## src/rtl/post_host.sv

```systemverilog
// POST host: drives pulses on testreq to resync the remote postbox FSM and
// to read one byte from it with an INPUT command, wait-state polling and a timeout.
module post_host #(
  parameter int PWID_CYC  = 1,
  parameter int PGAP_CYC  = 1,
  parameter int BREAK_CYC = 50,
  parameter int MAX_WS    = 255
) (
  input  logic       refclk,
  input  logic       rst,
  input  logic       start,
  input  logic       sync,
  output logic       busy,
  output logic [7:0] rxdata,
  output logic       rxvalid,
  output logic       timeout,
  output logic       testreq,
  input  logic       testack
);

  localparam int CW = 16;
  localparam logic [CW-1:0] PWID_M1  = CW'(PWID_CYC - 1);
  localparam logic [CW-1:0] PGAP_M1  = CW'(PGAP_CYC - 1);
  localparam logic [CW-1:0] BREAK_M1 = CW'(BREAK_CYC - 1);
  localparam logic [7:0]    WS_M1    = 8'(MAX_WS - 1);

  typedef enum logic [2:0] {
    ST_SYNC, ST_BREAK, ST_IDLE, ST_CMD, ST_WAIT, ST_DATA
  } state_t;

  typedef enum logic [1:0] {
    PH_START, PH_HI, PH_LO
  } phase_t;

  state_t          state;
  phase_t          phase;
  logic [CW-1:0]   cyc_cnt;
  logic [3:0]      pulse_idx;
  logic [7:0]      ws_cnt;
  logic            ack_smp;
  logic [7:0]      sr;

  logic            hi_end;
  logic            lo_end;
  logic            last_pulse;

  // Index of the final pulse each pulse-emitting state produces.
  function automatic logic [3:0] last_idx(input state_t s);
    case (s)
      ST_SYNC: last_idx = 4'd3;
      ST_CMD:  last_idx = 4'd3;
      ST_DATA: last_idx = 4'd7;
      default: last_idx = 4'd0;
    endcase
  endfunction

  assign hi_end     = (phase == PH_HI) && (cyc_cnt == PWID_M1);
  assign lo_end     = (phase == PH_LO) && (cyc_cnt == PGAP_M1);
  assign last_pulse = (pulse_idx == last_idx(state));

  always_ff @(posedge refclk or posedge rst) begin
    if (rst) begin
      state     <= ST_SYNC;
      phase     <= PH_START;
      cyc_cnt   <= '0;
      pulse_idx <= '0;
      ws_cnt    <= '0;
      ack_smp   <= 1'b0;
      sr        <= '0;
      rxdata    <= '0;
      rxvalid   <= 1'b0;
      timeout   <= 1'b0;
      testreq   <= 1'b0;
      busy      <= 1'b1;
    end else begin
      rxvalid <= 1'b0;
      timeout <= 1'b0;
      case (state)
        ST_IDLE: begin
          if (sync || start) begin
            state     <= sync ? ST_SYNC : ST_CMD;
            busy      <= 1'b1;
            testreq   <= 1'b1;
            phase     <= PH_HI;
            cyc_cnt   <= '0;
            pulse_idx <= '0;
            ws_cnt    <= '0;
          end
        end

        ST_BREAK: begin
          if (cyc_cnt == BREAK_M1) begin
            state   <= ST_IDLE;
            busy    <= 1'b0;
            cyc_cnt <= '0;
          end else begin
            cyc_cnt <= cyc_cnt + 1'b1;
          end
        end

        default: begin
          case (phase)
            PH_START: begin
              testreq <= 1'b1;
              phase   <= PH_HI;
              cyc_cnt <= '0;
            end

            PH_HI: begin
              if (hi_end) begin
                testreq <= 1'b0;
                phase   <= PH_LO;
                cyc_cnt <= '0;
                ack_smp <= testack;
                if (state == ST_DATA)
                  sr <= {sr[6:0], testack};
              end else begin
                cyc_cnt <= cyc_cnt + 1'b1;
              end
            end

            PH_LO: begin
              if (!lo_end) begin
                cyc_cnt <= cyc_cnt + 1'b1;
              end else begin
                cyc_cnt <= '0;
                if (!last_pulse) begin
                  pulse_idx <= pulse_idx + 1'b1;
                  testreq   <= 1'b1;
                  phase     <= PH_HI;
                end else begin
                  pulse_idx <= '0;
                  phase     <= PH_HI;
                  case (state)
                    ST_CMD, ST_WAIT: begin
                      if (ack_smp) begin
                        state   <= ST_DATA;
                        testreq <= 1'b1;
                      end else if (state == ST_WAIT && ws_cnt == WS_M1) begin
                        // Compare before incrementing so the counter never wraps.
                        timeout <= 1'b1;
                        state   <= ST_BREAK;
                      end else begin
                        ws_cnt  <= (state == ST_WAIT) ? ws_cnt + 1'b1 : 8'd0;
                        state   <= ST_WAIT;
                        testreq <= 1'b1;
                      end
                    end
                    ST_DATA: begin
                      rxdata  <= sr;
                      rxvalid <= 1'b1;
                      state   <= ST_BREAK;
                    end
                    default: state <= ST_BREAK;
                  endcase
                end
              end
            end

            default: phase <= PH_START;
          endcase
        end
      endcase
    end
  end

endmodule

```

## config.mk

```make
export PLATFORM = sky130hd
export DESIGN_NAME = post_host
export DESIGN_NICKNAME = d
export VERILOG_FILES = /design/src/rtl/post_host.sv
export SDC_FILE = /design/constraint.sdc
export NUM_CORES = 1
export LEC_CHECK = 0
export ABC_CLOCK_PERIOD_IN_PS = 2760
export BUFFER_PORTS_ARGS = -buffer_cell sky130_fd_sc_hd__buf_2
export CAP_MARGIN = 20
export CORE_ASPECT_RATIO = 0.5
export CORE_MARGIN = 2
export CORE_UTILIZATION = 46
export CTS_BUF_LIST = sky130_fd_sc_hd__clkbuf_8 sky130_fd_sc_hd__clkbuf_16
export DETAILED_ROUTE_END_ITERATION = 8
export HOLD_SLACK_MARGIN = 0.08
export PLACE_DENSITY_LB_ADDON = 0.2
export SYNTH_ARGS = -nofsm -noshare
export SYNTH_HDL_FRONTEND = slang
export SYNTH_SLANG_ARGS = --single-unit
```

## constraint.sdc

```tcl
create_clock -name refclk -period 2.76 [get_ports refclk]
set_input_delay 0.414 -clock refclk [delete_from_list [all_inputs] [get_ports refclk]]
set_output_delay 0.414 -clock refclk [all_outputs]
set_load 0.05 [all_outputs]
```

==> impl_metrics.json, run 1 <==
{
  "die_height_um": 63.1,
  "ys_top_cells_by_area": "dfrtp_1 41%, mux2_2 7.0%, ha_1 3.9%, nand2_1 2.9%, o21ai_0 2.8%",
  "core_sq_mm": 0.00673,
  "drive_gt1_frac": 0.228,
  "n_fill_cell": 630,
  "fin_worst_skew_ps": 7.19,
  "globalRouteOverflowTotal": 0,
  "maxCapViolCount": 0,
  "io_buffers": 16,
  "synth_top_area_frac": 0.413,
  "power_density_mw_per_mm2": 769,
  "p_leak_nw": 1.66,
  "grt_pass1_wl_mm": 12.3,
  "fin_ws_ps": 190,
  "status": "finished, final reports clean",
  "drt_iter0_drc": 159,
  "syn_area_sq_mm": 0.00321,
  "synth_top_area_cell": "dfrtp_1",
  "ys_ff_latch": 54,
  "antenna_cells": 0,
  "cts_sinks": 54,
  "slew_viol_final": 0,
  "track_usage": 0.202,
  "min_period_ps": 2570,
  "ant_nets": 0,
  "finalWirelength_mm": 7.14,
  "relSlewSlack": 0.467,
  "synth_ff_type": "dfrtp_1",
  "post-place-ws_ps": 186,
  "drc_errors": 0,
  "hpwlAfterDp_mm": 5.23,
  "via_per_inst": 5.92,
  "path_clk_slew_ps": 80,
  "yosysSeqAreaShare": 0.421,
  "gp_congestion": 0.849,
  "multi_input_area_sq_mm": 0.00176,
  "clk_path_buf_depth": 2,
  "start_util": 0.477,
  "tns_ps": 0,
  "nets": 365,
  "ff_latch_area_sq_mm": 0.00135,
  "hold_path.class": "in2async",
  "peakVddDrop_uv": 326,
  "numCtsBuffers": 5,
  "final_core_util": 0.541,
  "htree_levels": 2,
  "start_kind": "register",
  "syn_avg_cell_area_sq_um": 9.97,
  "grt_max_degree": 20,
  "num_vias": 2623,
  "yosysWarnings": 0,
  "critPathKind": "reg2reg",
  "cts_tree": "yes",
  "wl_per_cell_um": 16.1,
  "yosys-top-cells-count": "53 x dfrtp_1, 25 x nand2_1, 22 x nor2_1",
  "yosysMostFrequentCell": "dfrtp_1",
  "antenna_found_initial": 0,
  "clock_latency_ps": 300,
  "crit_path_start": "cyc_cnt[1]$_DFFE_PP0P_",
  "rsz0062_at_grt": "false",
  "synth_cell_types": 65,
  "dr.pass1.iters": 4,
  "synthArstFlopShare": 1.00,
  "worstPathRequired_ps": 2950,
  "pin_count": 17,
  "fmax_mhz": 389,
  "finalCritPeriodShare": 0.931,
  "die_x_um": 122,
  "cts_root_buffer": "clkbuf_16",
  "area_growth_pct": 13.4,
  "reg2reg_from": "cyc_cnt[1]$_DFFE_PP0P_",
  "holdWs_ps": 80.5,
  "grt_pass1_vias": 2601,
  "netlist_instances": 322,
  "tightest_slew_ps": 798,
  "hold_viol_final": 0,
  "crit_path_max_fanout": 8,
  "crit_arrival_ps": 2760,
  "synth_edf_count": 0,
  "die_area_sq_mm": 0.00771,
  "syn_nets": 337,
  "final-setup-viol-count": 0,
  "rows": 21,
  "end_kind": "register"
}
-- worst max-delay path: stages, from the launching register on --
cell and delay, ps:
dfrtp_1 420, inv_1 110, ha_1 140, or3b_2 520
nor4_4 340, nand3_2 190, nor3_4 250, buf_12 150
mux2_2 330
-- cells in the final DEF (no fill, tap or decap), types with 5 or more instances in the layout --
| cell | synthesis | layout |
|---|---|---|
| inv_1 | 15 | 14 |
| nand3b_1 | 6 | 6 |
| nor3_1 | 5 | 5 |
| a21oi_1 | 12 | 12 |
| ha_1 | 10 | 10 |
| clkbuf_16 | 0 | 5 |
| nand4_1 | 9 | 9 |
| o21ai_0 | 18 | 18 |
| buf_4 | 0 | 12 |
| mux2_2 | 20 | 20 |
| buf_2 | 4 | 16 |
| xor2_1 | 5 | 5 |
| o31ai_1 | 9 | 9 |
| dfrtp_1 | 53 | 53 |
| nor2_1 | 22 | 22 |
| nand2_1 | 25 | 25 |
| nand3_1 | 17 | 17 |
| and3_1 | 8 | 8 |
-- flip-flops by register name (all words and copies together), names as in the netlist --
signal     count
timeout        1
ack_smp        1
sr             8
phase          2
state          3
rxdata         8
ws_cnt         8
rxvalid        1
cyc_cnt       16
testreq        1
busy           1
pulse_idx      4
-- report_power, final --
part	total, W	switching, W	leakage [nW]	internal (W)
clock network	0.000655	0.000309	0.0759	0.000346
registers	0.000979	0.000112	0.736	0.000867
logic	0.00117	0.000728	0.848	0.000440
-- final timing paths --
kind                                     endpoint  slack, ps  cells after the start
hold / removal              rxdata[1]$_DFFE_PP0P_         80                      2
max in group asynchronous  cyc_cnt[7]$_DFFE_PP0P_       2090                      3
setup reg to reg            rxdata[6]$_DFFE_PP0P_        190                      8
setup / recovery            rxdata[6]$_DFFE_PP0P_        190                      8
hold reg to reg                 timeout$_DFF_PP0_        500                      1
min in group refclk             sr[0]$_DFFE_PP0P_        380                      2
-- timing repair --
| item | 4_1_cts | 5_1_grt |
|---|---|---|
| endpoints found under the setup margin | 0 | 8 |
| hold buffers | 0 | 0 |
| setup buffers | 0 | 1 |
| resized for setup | 0 | 2 |
-- per-layer routing --
layer	global-route usage	routed length, um
met1	0.274	3460
met2	0.332	3420
met3	0.0380	204
met4	0.0546	62
met5	0	0
-- through the flow --
step | total power (W) | instance area [sq um] | instances
6_report | 0.00280 | 3640 | 443
5_1_grt | 0.00301 | 3640 | 443
3_5_place_dp | 0.00214 | 3460 | 434
2_1_floorplan | 0.00186 | 3210 | 322
3_3_place_gp | 0.00211 | 3460 | 434
4_1_cts | 0.00280 | 3610 | 442
-- kinds of logic (layout without fill, tap and decap cells) --
| family | Yosys count | in the layout | synth area share |
|---|---|---|---|
| fa+ha+maj | 10 | 10 | 0.0390 |
| mux | 25 | 25 | 0.0861 |
| xor+xnor | 7 | 7 | 0.0191 |
| compound gates | 70 | 70 | 0.153 |
| flops | 54 | 54 | 0.421 |
| buf+inv | 24 | 53 | 0.0319 |
| simple gates | 132 | 132 | 0.250 |
-- final cells by class --
cell class	instances	share of cell area
repair buffers	30	0.0553
multi-input cells	244	0.484
clock buffers	5	0.0344
clock inverters	3	0.00790
flip-flops and latches	54	0.371
inverters	15	0.0155
well taps	92	0.0316
Power figures use the tool's default switching activity.
==> run 2, diff against run 1 <==
Settings changed: ABC_AREA set to 1.
==> impl_metrics.json, run 2 <==
{
  "yosysSeqAreaShare": 0.422,
  "rr_worst_depth": 10,
  "ant_nets": 0,
  "tns_ps": 0,
  "clock_latency_ps": 300,
  "hold_viol_final": 0,
  "combPwrFrac": 0.018,
  "num_vias": 2616,
  "synthMuxAreaShare": 0,
  "grt_pass1_wl_mm": 11.1,
  "globalRouteOverflowTotal": 0,
  "largest_reg_flops": 16,
  "reg2reg_from": "state[0]$_DFFE_PP0P_",
  "wl_per_cell_um": 11.6,
  "tightest_slew_ps": 428,
  "cts_root_buffer": "clkbuf_16",
  "fmax_mhz": 495,
  "io_buffers": 16,
  "finalWirelength_mm": 6.16,
  "p_seq_frac": 0.533,
  "synth_compound_area_frac": 0.0715,
  "slew_viol_final": 0,
  "synth_cell_types": 33,
  "track_usage": 0.180,
  "yosys.area_share.adder": 0.0391,
  "reg2reg_slack_ps": 740,
  "cts_resized": 0,
  "rows": 21,
  "critPathKind": "reg2reg",
  "clk_path_buf_depth": 2,
  "finalPower_w": 0.00148,
  "fin_ws_ps": 738,
  "maxCapViolCount": 0,
  "pin_count": 17,
  "finalCritPeriodShare": 0.732,
  "hold_path.class": "in2async",
  "final-setup-viol-count": 0,
  "status": "finished, final reports clean",
  "timing.rr.end": "cyc_cnt[9]$_DFFE_PP0P_",
  "synth_xor_area_frac": 0.0164,
  "power_density_mw_per_mm2": 420,
  "cts_setup_buffers": 0,
  "yosysMostFrequentCell": "nand2_1",
  "peakVddDrop_uv": 228,
  "die_height_um": 63.0,
  "drive_gt1_frac": 0.158,
  "synth_ff_type": "dfrtp_1",
  "p_sw_w": 0.000321,
  "gp_congestion": 0.854,
  "dr.pass1.iters": 4,
  "crit_chain": "inv_2 -> nand2_2 -> nor2_2 -> nand2_4 -> nand2_2 -> inv_1 -> nand2_1 -> xnor2_1 -> nand2_1 -> inv_1",
  "die_x_um": 122,
  "crit_slowest_cell": "dfrtp_1",
  "syn_nets": 432,
  "drc_errors": 0,
  "grt_max_degree": 45,
  "drt_iter0_drc": 148,
  "synth_edf_count": 0,
  "grt_pass1_vias": 2511,
  "start_util": 0.478,
  "postCtsHoldBufs": 0,
  "path_clk_slew_ps": 70,
  "crit_arrival_ps": 2260,
  "crit_path_start": "state[0]$_DFFE_PP0P_",
  "nets": 452,
  "via_per_inst": 4.94,
  "core_sq_mm": 0.00670,
  "yosys-top-cells-count": "124 x nand2_1, 53 x dfrtp_1, 51 x nor2_1",
  "numCtsBuffers": 5,
  "crit_path_max_fanout": 12,
  "switching_share": 0.216,
  "start_kind": "register",
  "end_kind": "register",
  "p_leak_nw": 1.85,
  "worstPathRequired_ps": 3000,
  "netlist_instances": 417,
  "syn_area_sq_mm": 0.00320,
  "min_period_ps": 2020,
  "relSlewSlack": 0.712,
  "synth_top_area_frac": 0.414,
  "area_growth_pct": 10.4,
  "synth-simple-area-share": 0.379,
  "fin_worst_skew_ps": 7.19,
  "intPower_w": 0.00116,
  "synth_top_family_by_area": "simple AND/OR/NAND/NOR gates",
  "ys_top_cells_by_area": "dfrtp_1 41%, nand2_1 15%, nor2_1 6.0%, nand3_1 5.8%, inv_1 4.6%",
  "cts_sinks": 54,
  "antenna_found_initial": 0,
  "rsz0062_at_grt": "false",
  "hpwlAfterDp_mm": 4.54,
  "regMostFlops": "cyc_cnt",
  "holdWs_ps": 65.4,
  "yosysWarnings": 0,
  "mostFrequentLayoutCell": "nand2_1",
  "synth_top_area_cell": "dfrtp_1",
  "ys_ff_latch": 54,
  "die_area_sq_mm": 0.00768,
  "syn_avg_cell_area_sq_um": 7.68,
  "clkPwrFrac": 0.449,
  "htree_levels": 2,
  "post-place-ws_ps": 750,
  "antenna_cells": 0,
  "cts_tree": "yes",
  "final_cell_mix": "124 x nand2_1, 53 x dfrtp_1, 51 x nor2_1",
  "cpPeakStageDelay_ps": 510,
  "synthArstFlopShare": 1.00
}
run 2: area by class of cell:
cell class	count	area [sq um]
fill	652	3160
multi-input combinational	311	1620
sequential	54	1350
inverter	46	178
clock buffer	6	139
timing repair buffer	19	115
tap	92	115
clock inverter	2	16.3
run 2: layer usage:
metal / vias to the layer above / wire length, um / track usage
met5: - / 0 / 0
met4: 0 / 61 / 0.0431
met3: 7 / 218 / 0.0465
met2: 32 / 2880 / 0.297
met1: 1200 / 3000 / 0.239
li1: 1377 / - / -
run 2: worst max path at each step:
stage,endpoint,slack (ps),depth (start not counted)
floorplan,ack_smp$_DFFE_PP0P_,1030,1
global placement,cyc_cnt[11]$_DFFE_PP0P_,850,10
detailed placement,cyc_cnt[11]$_DFFE_PP0P_,750,10
CTS,cyc_cnt[9]$_DFFE_PP0P_,730,10
global route,cyc_cnt[11]$_DFFE_PP0P_,530,10
finish,cyc_cnt[9]$_DFFE_PP0P_,740,10
run 2: through the flow:
stage / utilization / instances / cell area, sq um
global placement: 0.502 / 521 / 3360
finish: 0.528 / 530 / 3540
floorplan: - / 417 / 3200
global route: 0.528 / 530 / 3540
detailed placement: 0.502 / 521 / 3360
CTS: 0.525 / 529 / 3520
run 2: power by group through the flow:
stage | clock network [W] | logic [W] | registers [W]
final | 0.000666 | 0.0000264 | 0.000791
after global routing | 0.000723 | 0.0000315 | 0.000791
after CTS | 0.000687 | 0.0000250 | 0.000791
after detailed placement | 0 | 0.0000247 | 0.000807
after global placement | 0 | 0.0000244 | 0.000807
after floorplan | 0 | 0.0000132 | 0.000807
run 2: worst max-delay path: cells and delay by family, from the launching register on:
family | cells | cell delay [ps]
and+or+nand+nor | 6 | 910
DFF | 1 | 510
buffers and inverters | 3 | 410
xor gates and xnor gates | 1 | 130
run 2: cells by family (layout without fill, tap and decap cells):
logic type,after synthesis,count (layout)
buffers and inverters,52,73
adder cells (fa/ha/maj),10,10
AND/OR/NAND/NOR,257,257
XOR/XNOR,6,6
AO/OA/AOI/OAI,38,38
flip-flops,54,54
==> run 3, diff against run 2 <==
Settings changed: ABC_CLOCK_PERIOD_IN_PS 2760 to 2100.
Clock period 2.76 ns to 2.1 ns, I/O delays scaled along.
==> impl_metrics.json, run 3 (same netlist as run 2, synthesis figures left out) <==
{
  "fmax_mhz": 531,
  "path_clk_slew_ps": 70,
  "tns_ps": 0,
  "largest_reg_flops": 16,
  "final_cell_mix": "124 x nand2_1, 53 x dfrtp_1, 50 x nor2_1",
  "crit_slowest_cell": "dfrtp_1",
  "final-setup-viol-count": 0,
  "peakVddDrop_uv": 386,
  "status": "finished, final reports clean",
  "hold_viol_final": 0,
  "reg2reg_slack_ps": 220,
  "dr.pass1.iters": 4,
  "regMostFlops": "cyc_cnt",
  "final_cells": 537,
  "busiest_layer": "met2",
  "tightest_slew_ps": 532,
  "grt_pass1_vias": 2540,
  "grt_use_met3": 0.0493,
  "critPathKind": "reg2reg",
  "n_fill_cell": 654,
  "rsz0062_at_grt": "false",
  "pin_count": 17,
  "mostFrequentLayoutCell": "nand2_1",
  "cts_sinks": 54,
  "finalCritPeriodShare": 0.896,
  "antenna_cells": 0,
  "start_util": 0.478,
  "crit_path_max_fanout": 11,
  "worstPathRequired_ps": 2290,
  "grt_max_degree": 55,
  "die_area_sq_mm": 0.00768,
  "crit_chain": "inv_2 -> nand2_2 -> nor2_2 -> nand2_4 -> nand2_2 -> clkinvlp_4 -> nand2_1 -> o21ai_0 -> nand2_1 -> nor2_1",
  "crit_buf_inv": 2,
  "dpl.cell_count": 525,
  "track_usage": 0.185,
  "clk_path_buf_depth": 2,
  "drive_gt1_frac": 0.173,
  "grt_use_met2": 0.312,
  "cpPeakStageDelay_ps": 500,
  "globalRouteOverflowTotal": 0,
  "min_period_ps": 1880,
  "slew_viol_final": 0,
  "die_x_um": 122,
  "ant_nets": 0,
  "drc_errors": 0,
  "start_kind": "register",
  "end_kind": "register",
  "fin_worst_skew_ps": 11.3,
  "antenna_found_initial": 0,
  "maxCapViolCount": 0,
  "num_vias": 2649,
  "numCtsBuffers": 5,
  "p_leak_nw": 1.90,
  "gp_congestion": 0.833,
  "via_per_inst": 4.93,
  "hpwlAfterDp_mm": 4.63,
  "cpLargestDelayFamily": "simple AND/OR/NAND/NOR gates",
  "cts_tree": "yes",
  "core_sq_mm": 0.00670,
  "crit_arrival_ps": 2070,
  "power_density_mw_per_mm2": 570,
  "use_met1": 0.242,
  "rows": 21,
  "nets": 459,
  "htree_levels": 2,
  "io_buffers": 16,
  "wl_per_cell_um": 11.8,
  "area_growth_pct": 13.1,
  "cts_root_buffer": "clkbuf_16",
  "relSlewSlack": 0.642,
  "finalWirelength_mm": 6.34,
  "hold_path.class": "in2reg",
  "die_height_um": 63.0,
  "clock_latency_ps": 300,
  "drt_iter0_drc": 122,
  "grt_pass1_wl_mm": 11.4
}
-- run 3: cell type report --
class,count,area (sq um),area share
Multi-Input combinational cell,311,1620,0.448
Sequential cell,54,1350,0.374
Inverter,46,181,0.0501
Timing Repair Buffer,26,170,0.0470
Clock buffer,6,139,0.0384
Tap cell,92,115,0.0318
Clock inverter,2,38.8,0.0107
-- run 3: worst paths after layout --
kind                                       start                 endpoint  cells after the start
max reg2reg                 state[0]$_DFFE_PP0P_  cyc_cnt[11]$_DFFE_PP0P_                     10
min                                      testack      ack_smp$_DFFE_PP0P_                      3
min reg2reg                rxdata[1]$_DFFE_PP0P_    rxdata[1]$_DFFE_PP0P_                      2
min in group asynchronous                    rst   cyc_cnt[7]$_DFFE_PP0P_                      4
max                         state[0]$_DFFE_PP0P_  cyc_cnt[11]$_DFFE_PP0P_                     10
max in group asynchronous                    rst         busy$_DFFE_PP1P_                      4
-- run 3: tightest hold or removal path, stage by stage --
cell and delay, ps:
buf_2 100, nand2_1 50, o21ai_0 60
-- run 3: layer usage --
metal / vias up / wire [um]
met2: 31 / 2950
met5: - / 0
met3: 5 / 195
met4: 0 / 40
met1: 1230 / 3150
li1: 1383 / -
-- run 3: power breakdown --
part           total (W)  leakage (nW)  switching (W)  internal [W]
clock           0.000989        0.0875       0.000389      0.000600
sequential       0.00104         0.713    0.000000233       0.00104
combinational  0.0000330          1.10      0.0000243    0.00000865
-- run 3: repair_timing --
item | CTS | global route
hold endpoints to repair | 44 | 0
gates resized for setup | 0 | 2
buffers inserted | 0 | 3
hold buffers | 1 | 0
setup endpoints to repair | 0 | 11
-- run 3: per-stage QoR --
stage                     total power [W]  hold slack, ps  setup slack (ps)  area [sq um]   util
after detailed placement          0.00109             393               157          3400  0.508
final                             0.00206             259               218          3620  0.540
after floorplan                   0.00108             436               449          3200      -
after global routing              0.00215             279              6.90          3620  0.540
after global placement            0.00109             390               177          3400  0.508
after CTS                         0.00209             255               137          3590  0.536
